--- config.mk ---
export PLATFORM = sky130hd
export DESIGN_NAME = stopwatch_control_unit
export DESIGN_NICKNAME = d
export VERILOG_FILES = /design/src/rtl/stopwatch_control_unit.sv
export SDC_FILE = /design/constraint.sdc
export NUM_CORES = 1
export LEC_CHECK = 0
export BUFFER_PORTS_ARGS = -buffer_cell sky130_fd_sc_hd__buf_4
export CORE_AREA = 10 10 78 80
export CTS_CLUSTER_DIAMETER = 150
export DETAILED_ROUTE_END_ITERATION = 10
export DIE_AREA = 0 0 88 90
export PLACE_DENSITY_LB_ADDON = 0.15
export SLEW_MARGIN = 20
export SYNTH_ARGS = -nofsm -noshare
export SYNTH_HDL_FRONTEND = slang
export SYNTH_SLANG_ARGS = --single-unit
--- constraint.sdc ---
create_clock -name clk -period 2.4 [get_ports clk]
set_input_delay 0.36 -clock clk [delete_from_list [all_inputs] [get_ports clk]]
set_output_delay 0.36 -clock clk [all_outputs]
set_load 0.1 [all_outputs]
--- src/rtl/stopwatch_control_unit.sv ---
// Stopwatch run/stop/clear sequencer with a divided time base and cascaded hh:mm:ss.cc counters.
// o_running and o_tick decode registered state combinationally; o_time is the raw field registers.
module stopwatch_control_unit #(
  parameter int CLK_FREQ = 100_000_000,
  parameter int TICK_HZ  = 100
) (
  input  logic        clk,
  input  logic        reset,
  input  logic        i_runstop,
  input  logic        i_clear,
  output logic [23:0] o_time,
  output logic        o_running,
  output logic        o_tick
);

  localparam int DIV = CLK_FREQ / TICK_HZ;
  localparam int DW  = (DIV > 1) ? $clog2(DIV) : 1;
  localparam logic [DW-1:0] DIV_LAST = DW'(DIV - 1);

  typedef enum logic [1:0] {
    STOP  = 2'd0,
    RUN   = 2'd1,
    CLEAR = 2'd2
  } state_t;

  state_t        state;
  state_t        state_nxt;
  logic          run;
  logic          clr;
  logic          tick;
  logic [DW-1:0] div_cnt;
  logic [6:0]    msec;
  logic [5:0]    sec;
  logic [5:0]    mins;
  logic [4:0]    hour;
  logic          msec_wrap;
  logic          sec_wrap;
  logic          mins_wrap;
  logic          hour_wrap;

  always_ff @(posedge clk or posedge reset) begin
    if (reset) begin
      state <= STOP;
    end else begin
      state <= state_nxt;
    end
  end

  // Clear wins over run/stop only from STOP; RUN ignores clear entirely.
  always_comb begin
    state_nxt = state;
    run       = 1'b0;
    clr       = 1'b0;
    case (state)
      STOP: begin
        if (i_clear) begin
          state_nxt = CLEAR;
        end else if (i_runstop) begin
          state_nxt = RUN;
        end
      end
      RUN: begin
        run = 1'b1;
        if (i_runstop) begin
          state_nxt = STOP;
        end
      end
      CLEAR: begin
        clr       = 1'b1;
        state_nxt = STOP;
      end
      default: state_nxt = STOP;
    endcase
  end

  assign tick      = run && (div_cnt == DIV_LAST);
  assign o_tick    = tick;
  assign o_running = run;

  // Divider holds in STOP so a resumed run keeps the partial tick.
  always_ff @(posedge clk or posedge reset) begin
    if (reset) begin
      div_cnt <= '0;
    end else if (clr) begin
      div_cnt <= '0;
    end else if (run) begin
      div_cnt <= tick ? '0 : div_cnt + 1'b1;
    end
  end

  assign msec_wrap = (msec == 7'd99);
  assign sec_wrap  = (sec  == 6'd59);
  assign mins_wrap = (mins == 6'd59);
  assign hour_wrap = (hour == 5'd23);

  always_ff @(posedge clk or posedge reset) begin
    if (reset) begin
      msec <= '0;
      sec  <= '0;
      mins <= '0;
      hour <= '0;
    end else if (clr) begin
      msec <= '0;
      sec  <= '0;
      mins <= '0;
      hour <= '0;
    end else if (tick) begin
      msec <= msec_wrap ? 7'd0 : msec + 7'd1;
      if (msec_wrap) begin
        sec <= sec_wrap ? 6'd0 : sec + 6'd1;
        if (sec_wrap) begin
          mins <= mins_wrap ? 6'd0 : mins + 6'd1;
          if (mins_wrap) begin
            hour <= hour_wrap ? 5'd0 : hour + 5'd1;
          end
        end
      end
    end
  end

  assign o_time = {hour, mins, sec, msec};

endmodule

==> flow_metrics.env, run 1 <==
export IMPL_status="finished, final reports clean"
export IMPL_netlist_area_sq_mm=0.00249
export IMPL_fmax_mhz=451
export IMPL_pre_cts_ws_ns=0.0181
export IMPL_grt_pass1_wl_um=9690
export IMPL_fin_cells=362
export IMPL_diodes=0
export IMPL_p_clk_share_pct=29.0
export IMPL_grt_pass1_vias=2056
export IMPL_synthXorXnorAreaFrac_pct=5.64
export IMPL_postCtsHoldBufs=0
export IMPL_yosys_top_cells_area="dfrtp_1 (46%), xor2_1 (4.9%), nor2_1 (4.7%), nand3_1 (4.2%), ha_1 (4.0%)"
export IMPL_track_usage_pct=14.6
export IMPL_clk_latency_ns=0.30
export IMPL_synth_top_family_by_area="simple AND/OR/NAND/NOR gates"
export IMPL_drive_above_1_share_pct=22.7
export IMPL_start_util_pct=54.1
export IMPL_dieArea_sq_mm=0.00792
export IMPL_power_frac_seq_pct=44.3
export IMPL_drt_iter0_markers=103
export IMPL_htree_levels=2
export IMPL_clk_pin_slew_ns=0.09
export IMPL_synthSimpleGateAreaFrac_pct=27.1
export IMPL_async_flop_share_pct=100
export IMPL_synth_top_area_cell="dfrtp_1"
export IMPL_cts_buffers=5
export IMPL_finalSetupTns_ns=0
export IMPL_synth_compound_area_share_pct=10.4
export IMPL_synthCells=267
export IMPL_hold_path_class="in -> async"
export IMPL_busiest_layer="met2"
export IMPL_numPortBuffers=29
export IMPL_worst_pin_slew_ns=0.526
export IMPL_die_h_um=90
export IMPL_fillerInstances=405
export IMPL_io_pins=30
export IMPL_synthTopCellsByCount="dfrtp_1 (46), nor2_1 (31), nand3_1 (21)"
export IMPL_fin_skew_ns=0.00852
export IMPL_globalplace_congestion=0.823
export IMPL_powerDensity_mw_per_mm2=674
export IMPL_synth_adder_area_share_pct=4.03
export IMPL_dp_hpwl_um=3910
export IMPL_synth_ff_type="dfrtp_1"
export IMPL_irDropWorstVdd_uv=684
export IMPL_synthMuxAreaShare_pct=2.06
export IMPL_p_int_w=0.00134
export IMPL_ctsLongestPathBuffers=2
export IMPL_dpl_cell_count=352
export IMPL_swShare_pct=33.7
export IMPL_arrival_ns=1.86
export IMPL_drc=0
export IMPL_final_antenna_net_count=0
export IMPL_met3_usage_pct=4.78
export IMPL_area_delta_synth_final_pct=20.6
export IMPL_rows=25
export IMPL_vias=2046
export IMPL_drtPass1Iterations=4
export IMPL_grtUsageMet1_pct=19.5
export IMPL_path_class="reg -> out"
export IMPL_synth_edf_count=0
export IMPL_setup_viol=0
export IMPL_setup_slack_ns=0.183
export IMPL_cts_sinks=46
export IMPL_ys_seq_elements=46
export IMPL_post_drt_wl_per_cell_um=14.8
export IMPL_finalHoldViolations=0
export IMPL_grtUsageMet2_pct=21.8
export IMPL_period_needed_ns=2.22
export IMPL_cp_start_kind="register"
export IMPL_fin_nets=319
export IMPL_reg2regPathDepth=9
export IMPL_end_kind="output pin"
export IMPL_synth_distinct_cells=46
export IMPL_wirelength_um=5350
export IMPL_hold_slack_ns=0.0844
export IMPL_rsz0062_at_grt="no"
export IMPL_viasPerCell=5.65
export IMPL_ys_warn_count=0
export IMPL_synth_most_common_cell="dfrtp_1"
export IMPL_slew_violations=0
export IMPL_grt_max_degree=25
export IMPL_cts_tree="yes"
export IMPL_dieWidth_um=88
export IMPL_synth_nets=279
export IMPL_synth_area_per_cell_sq_um=9.31
export IMPL_relSlewSlack_pct=64.7
export IMPL_core_area_sq_mm=0.00460
export IMPL_max_cap_viol_count=0
export IMPL_rrSetupSlack_ns=0.21
export IMPL_cp_max_fo=7
export IMPL_overflow=0
export IMPL_leakagePower_nw=1.37
export IMPL_p_comb_share_pct=26.7
export IMPL_synth_top_cell_area_share_pct=46.3
export IMPL_synth_seq_area_share_pct=46.3
export IMPL_clockRootBuffer="clkbuf_8"
export IMPL_finalCritPeriodShare_pct=92.4
export IMPL_cp_required_ns=2.04
export IMPL_grt_antenna_before_repair=0
export IMPL_power_switching_w=0.000680
critical path: stages (launching register included):
cell and delay, ns:
dfrtp_1 0.43, ha_1 0.25, and3_1 0.21, and4_4 0.20
nand2_4 0.11, clkinvlp_4 0.15, buf_12 0.19
flip-flops by register name (all words and copies together) (netlist names):
register,flops
sec,6
hour,5
div_cnt,20
msec,7
state,2
mins,6
logic make-up (layout without fill, tap and decap cells):
logic type	after synthesis	after routing
compound gates	44	44
xor+xnor	16	16
fa+ha+maj	8	8
buf+inv	26	67
flops	46	46
mux	5	5
simple gates	122	122
layer usage:
metal	vias up	share of wire (%)	routed length, um
met3	7	6.1	324
met4	0	1.4	74
met1	979	49	2600
li1	1025	-	-
met2	35	44	2350
met5	-	0	0
through the flow:
| step | utilization, % | cell area, sq um | power, W |
|---|---|---|---|
| final | 65.2 | 3000 | 0.00202 |
| after global routing | 65.2 | 3000 | 0.00216 |
| after CTS | 64.7 | 2980 | 0.00203 |
| after detailed placement | 61.6 | 2830 | 0.00144 |
| after global placement | 61.6 | 2830 | 0.00143 |
| after floorplan | - | 2510 | 0.00130 |
cell usage in the layout (no fill, tap or decap), types with 2 or more instances in the layout:
cell type,n
clkinvlp_4,3
xnor2_1,2
nor3b_1,2
mux2i_1,4
dfrtp_1,39
or4_1,6
and4_1,2
o21ai_0,14
inv_2,2
nor2b_1,3
xor2_1,14
and3_1,4
nand4_1,8
ha_1,7
nand3_1,21
nand2_1,17
inv_1,14
nand2b_1,4
clkbuf_8,5
or3_2,2
a31oi_1,2
nor4_1,2
buf_4,41
nor2_1,31
or3_1,6
nand4b_1,2
o31ai_1,3
o22ai_1,3
dfrtp_2,7
a21oi_1,15
area by class of cell:
cell class	count	area (sq um)	area share (%)
multi-input combinational	195	1260	42.1
tap	54	67.6	2.25
sequential	46	1160	38.7
timing repair buffer	42	328	10.9
clock inverter	3	45.0	1.50
clock buffer	5	68.8	2.30
inverter	17	67.6	2.25
power by group through the flow:
stage / Sequential (W) / Clock [W] / Combinational, W
after floorplan: 0.000895 / 0 / 0.000405
after global placement: 0.000906 / 0 / 0.000527
after detailed placement: 0.000908 / 0 / 0.000535
after CTS: 0.000894 / 0.000602 / 0.000539
after global routing: 0.000905 / 0.000638 / 0.000614
final: 0.000895 / 0.000585 / 0.000539
final timing paths:
path,startpoint,end
hold reg to reg,hour[0],hour[0]
min in group clk,i_runstop,state[1]
setup / recovery,div_cnt[0],o_tick
setup reg to reg,state[1],mins[4]
hold / removal,reset,hour[4]
max in group asynchronous,reset,div_cnt[15]
what timing repair did:
item	in CTS	in global routing
setup buffers	1	1
pin swaps	1	2
endpoints found under the setup margin	2	4
resized for setup	7	2
cloned	0	0
(Power assumes the default switching activity.)
==> run 2, diff against run 1 <==
--- a/config.mk
+++ b/config.mk
@@ -6,10 +6,10 @@
 export NUM_CORES = 1
 export LEC_CHECK = 0
 export BUFFER_PORTS_ARGS = -buffer_cell sky130_fd_sc_hd__buf_4
-export CORE_AREA = 10 10 78 80
+export CORE_AREA = 10 10 81 83
 export CTS_CLUSTER_DIAMETER = 150
 export DETAILED_ROUTE_END_ITERATION = 10
-export DIE_AREA = 0 0 88 90
+export DIE_AREA = 0 0 91 93
 export PLACE_DENSITY_LB_ADDON = 0.15
 export SLEW_MARGIN = 20
 export SYNTH_ARGS = -nofsm -noshare
==> constraint.sdc (replaced) <==
create_clock -name clk -period 1.9 [get_ports clk]
set_input_delay 0.285 -clock clk [delete_from_list [all_inputs] [get_ports clk]]
set_output_delay 0.285 -clock clk [all_outputs]
set_load 0.1 [all_outputs]
==> flow_metrics.env, run 2 (synthesis gave the netlist of run 1 again) <==
export IMPL_grt_pass1_vias=2279
export IMPL_period_needed_ns=2.08
export IMPL_top_register="div_cnt"
export IMPL_worst_path_max_delay_cell="dfrtp_1"
export IMPL_cts_tree="yes"
export IMPL_final_antenna_net_count=0
export IMPL_end_kind="output pin"
export IMPL_arrival_ns=1.80
export IMPL_setup_slack_ns=-0.180
export IMPL_utilization_pct=70.1
export IMPL_core_area_sq_mm=0.00501
export IMPL_fin_nets=358
export IMPL_fin_skew_ns=0.00871
export IMPL_area_delta_synth_final_pct=41.3
export IMPL_final_common_cell="buf_4"
export IMPL_worst_pin_slew_ns=0.272
export IMPL_ctsLongestPathBuffers=2
export IMPL_grt_pass1_wl_um=10300
export IMPL_rows=26
export IMPL_vias=2216
export IMPL_dieWidth_um=91
export IMPL_postCtsHoldBufs=0
export IMPL_cp_required_ns=1.62
export IMPL_largestRegisters="div_cnt: 20 flops, msec: 7 flops"
export IMPL_rsz0062_at_grt="yes"
export IMPL_postLayoutCellArea_sq_mm=0.00351
export IMPL_largest_register_ffs=20
export IMPL_pre_cts_ws_ns=-0.178
export IMPL_cp_max_fo=6
export IMPL_powerDensity_mw_per_mm2=838
export IMPL_clk_pin_slew_ns=0.09
export IMPL_io_pins=30
export IMPL_wirelength_um=6010
export IMPL_die_h_um=93
export IMPL_max_cap_viol_count=0
export IMPL_diodes=0
export IMPL_finalCritPeriodShare_pct=109
export IMPL_drive_above_1_share_pct=39.2
export IMPL_rrSetupSlack_ns=-0.14
export IMPL_layout_common_cells="buf_4 (75), nor2_1 (31), dfrtp_1 (28)"
export IMPL_setup_viol=14
export IMPL_violations="setup timing"
export IMPL_relSlewSlack_pct=81.9
export IMPL_drt_iter0_markers=94
export IMPL_dieArea_sq_mm=0.00846
export IMPL_fillerInstances=390
export IMPL_placed_area_sq_mm=0.00320
export IMPL_post_drt_wl_per_cell_um=14.4
export IMPL_globalplace_congestion=0.818
export IMPL_drtPass1Iterations=4
export IMPL_critical_path_max_stage_delay_ns=0.39
export IMPL_clk_latency_ns=0.30
export IMPL_hold_path_class="in -> async"
export IMPL_cp_cell_sequence="inv_2 -> ha_4 -> nor4bb_4 -> and4_1 -> buf_6 -> nand2_4 -> clkinvlp_4 -> buf_12"
export IMPL_cts_buffers=5
export IMPL_leakagePower_nw=1.60
export IMPL_grt_max_degree=47
export IMPL_drc=0
export IMPL_fmax_mhz=481
export IMPL_grt_antenna_before_repair=0
export IMPL_viasPerCell=5.31
export IMPL_track_usage_pct=14.2
export IMPL_hold_slack_ns=0.0199
export IMPL_finalSetupTns_ns=-0.982
export IMPL_path_class="reg -> out"
export IMPL_finalHoldViolations=0
export IMPL_numPortBuffers=29
export IMPL_overflow=0
export IMPL_start_util_pct=49.6
export IMPL_status="complete, but fails checks"
export IMPL_htree_levels=2
export IMPL_clockRootBuffer="clkbuf_8"
export IMPL_cts_sinks=46
export IMPL_irDropWorstVdd_uv=411
export IMPL_cp_start_kind="register"
export IMPL_dp_hpwl_um=4310
export IMPL_slew_violations=0
run 2: layout make-up:
type,count,area [sq um],area share [%]
Inverter,17,67.6,1.92
Multi-Input combinational cell,195,1380,39.4
Tap cell,70,87.6,2.49
Timing Repair Buffer,81,648,18.5
Clock inverter,2,60.1,1.71
Sequential cell,46,1180,33.7
Clock buffer,6,82.6,2.35
run 2: worst paths after layout:
path / startpoint / endpoint / cells past startpoint
max reg2reg: state[1] / mins[5] / 8
max in group asynchronous: reset / sec[1] / 3
min in group clk: i_runstop / state[1] / 2
min: reset / div_cnt[4] / 3
min reg2reg: div_cnt[19] / div_cnt[19] / 2
max: state[1] / o_tick / 8
run 2: layer usage:
metal	global-route usage, %	vias up	routed length, um
met5	0	-	0
met4	3.66	0	107
met3	3.44	8	241
met2	26.8	35	3200
met1	15.6	1076	2460
li1	-	1097	-
run 2: power by group:
group          switching [W]  internal (W)
Clock               0.000328      0.000561
Combinational       0.000550      0.000404
Sequential         0.0000483       0.00105
Total               0.000926       0.00202
run 2: timing repair:
item	CTS	global route
gates resized for setup	9	20
setup buffers	5	0
gates cloned	0	0
hold endpoints to repair	0	0
endpoints found under the setup margin	36	35
pin swaps	1	4
run 2: worst max-delay path: cells and delay by family, from the launching register on:
family / cells / cell delay (ns)
fa+ha+maj: 1 / 0.13
buf+inv: 4 / 0.46
simple gates: 3 / 0.52
flops: 1 / 0.39
run 2: metrics by stage:
stage / total power, W / std cells
6_report: 0.00294 / 417
4_1_cts: 0.00289 / 417
2_1_floorplan: 0.00164 / 267
3_3_place_gp: 0.00196 / 404
3_5_place_dp: 0.00197 / 404
5_1_grt: 0.00312 / 417
==> run 3, diff against run 2 <==
--- a/config.mk
+++ b/config.mk
@@ -10,7 +10,7 @@
 export CTS_CLUSTER_DIAMETER = 150
 export DETAILED_ROUTE_END_ITERATION = 10
 export DIE_AREA = 0 0 91 93
-export PLACE_DENSITY_LB_ADDON = 0.15
+export PLACE_DENSITY_LB_ADDON = 0.2
 export SLEW_MARGIN = 20
 export SYNTH_ARGS = -nofsm -noshare
 export SYNTH_HDL_FRONTEND = slang
==> flow_metrics.env, run 3 (synthesis gave the netlist of run 1 again) <==
export IMPL_relSlewSlack_pct=74.4
export IMPL_dp_hpwl_um=4380
export IMPL_leakagePower_nw=1.62
export IMPL_powerDensity_mw_per_mm2=754
export IMPL_setup_slack_ns=-0.152
export IMPL_drive_above_1_share_pct=41.6
export IMPL_globalplace_congestion=0.835
export IMPL_worst_pin_slew_ns=0.381
export IMPL_io_pins=30
export IMPL_grt_pass1_wl_um=10200
export IMPL_start_util_pct=49.6
export IMPL_crit_path_end="mins[5]"
export IMPL_cts_buffers=5
export IMPL_cp_start_kind="register"
export IMPL_finalCritPeriodShare_pct=108
export IMPL_fin_nets=369
export IMPL_pre_cts_ws_ns=-0.114
export IMPL_r2r_start="state[1]"
export IMPL_clk_pin_slew_ns=0.08
export IMPL_drtPass1Iterations=6
export IMPL_die_h_um=93
export IMPL_cts_sinks=46
export IMPL_largestRegisters="div_cnt: 20 flops, msec: 7 flops"
export IMPL_path_class="reg -> reg"
export IMPL_grt_pass1_vias=2206
export IMPL_cts_tree="yes"
export IMPL_hold_path_class="in -> async"
export IMPL_wirelength_um=6300
export IMPL_status="complete, but fails checks"
export IMPL_grt_antenna_before_repair=0
export IMPL_cp_startpoint="state[1]"
export IMPL_period_needed_ns=2.05
export IMPL_irDropWorstVdd_uv=427
export IMPL_final_antenna_net_count=0
export IMPL_rsz0062_at_grt="yes"
export IMPL_drt_iter0_markers=86
export IMPL_grt_max_degree=47
export IMPL_finalHoldViolations=0
export IMPL_area_delta_synth_final_pct=44.2
export IMPL_final_common_cell="buf_4"
export IMPL_vias=2311
export IMPL_rrSetupSlack_ns=-0.15
export IMPL_arrival_ns=2.28
export IMPL_max_cap_viol_count=0
export IMPL_setup_viol=17
export IMPL_diodes=0
export IMPL_fmax_mhz=487
export IMPL_cp_required_ns=2.13
export IMPL_fin_skew_ns=0.00908
export IMPL_timing_rr_end="mins[5]"
export IMPL_top_register="div_cnt"
export IMPL_end_kind="register"
export IMPL_dieWidth_um=91
export IMPL_overflow=0
export IMPL_viasPerCell=5.40
export IMPL_htree_levels=2
export IMPL_power_w=0.00270
export IMPL_dieArea_sq_mm=0.00846
export IMPL_numPortBuffers=29
export IMPL_slew_violations=0
export IMPL_ctsLongestPathBuffers=2
export IMPL_post_drt_wl_per_cell_um=14.7
export IMPL_reg2regPathDepth=8
export IMPL_violations="setup timing"
export IMPL_clk_latency_ns=0.30
export IMPL_fin_cells=428
export IMPL_largest_register_ffs=20
export IMPL_cp_max_fo=4
export IMPL_rows=26
export IMPL_drc=0
export IMPL_clockRootBuffer="clkbuf_8"
export IMPL_fillerInstances=386
export IMPL_dpl_cell_count=407
export IMPL_layout_common_cells="buf_4 (82), nor2_1 (31), dfrtp_1 (28)"
export IMPL_core_area_sq_mm=0.00501
export IMPL_track_usage_pct=14.1
[run 3: area by class of cell]
cell class	instances	area, sq um	area share [%]
well taps	70	87.6	2.44
clock buffers	6	72.6	2.02
inverters	17	67.6	1.88
multi-input cells	195	1420	39.5
clock inverters	2	10.0	0.279
repair buffers	92	746	20.8
flip-flops and latches	46	1180	33.0
[run 3: worst min-delay path by stage]
stage	slack [ns]	cells after the start	end	from
2_1_floorplan	0.38	1	state[1]	i_runstop
3_3_place_gp	0.35	3	state[0]	reset
3_5_place_dp	0.36	3	hour[0]	reset
4_1_cts	0.03	3	div_cnt[4]	reset
5_1_grt	0.05	3	div_cnt[4]	reset
6_report	0.02	3	state[0]	reset
[run 3: critical path: stages (launching register included)]
cell and delay, ns:
dfrtp_1 0.40, inv_2 0.08, ha_4 0.12, nor4bb_4 0.17, and4_4 0.27, buf_6 0.11
nand4_1 0.15, or4_4 0.56, a21oi_2 0.12
[run 3: timing repair]
item | 4_1_cts | 5_1_grt
setup endpoints to repair | 16 | 39
pin swaps | 6 | 21
hold buffers | 0 | 0
buffers inserted | 6 | 8
gates resized for setup | 18 | 24
cloned | 0 | 1
[run 3: metrics by stage]
stage                     hold slack [ns]  setup TNS, ns  util [%]  cell area (sq um)
after floorplan                     0.381          -7.00         -               2580
after global placement              0.350         -0.209      64.3               3220
after detailed placement            0.355         -0.831      64.3               3220
after CTS                          0.0320          -1.91      68.4               3430
after global routing               0.0453          -3.67      71.6               3580
final                              0.0187         -0.955      71.6               3580
[run 3: layer usage]
| layer | track usage [%] | up-vias | part of all wire (%) |
|---|---|---|---|
| li1 | - | 1123 | - |
| met1 | 16.3 | 1134 | 43 |
| met2 | 25.2 | 42 | 52 |
| met3 | 3.12 | 12 | 3.5 |
| met4 | 4.70 | 0 | 1.6 |
| met5 | 0 | - | 0 |
[run 3: where the power goes]
part | leakage, nW | switching, W | internal [W]
Sequential | 0.596 | 0.0000483 | 0.00105
Combinational | 0.975 | 0.000569 | 0.000447
Clock | 0.0450 | 0.000330 | 0.000256
Total | 1.62 | 0.000948 | 0.00176
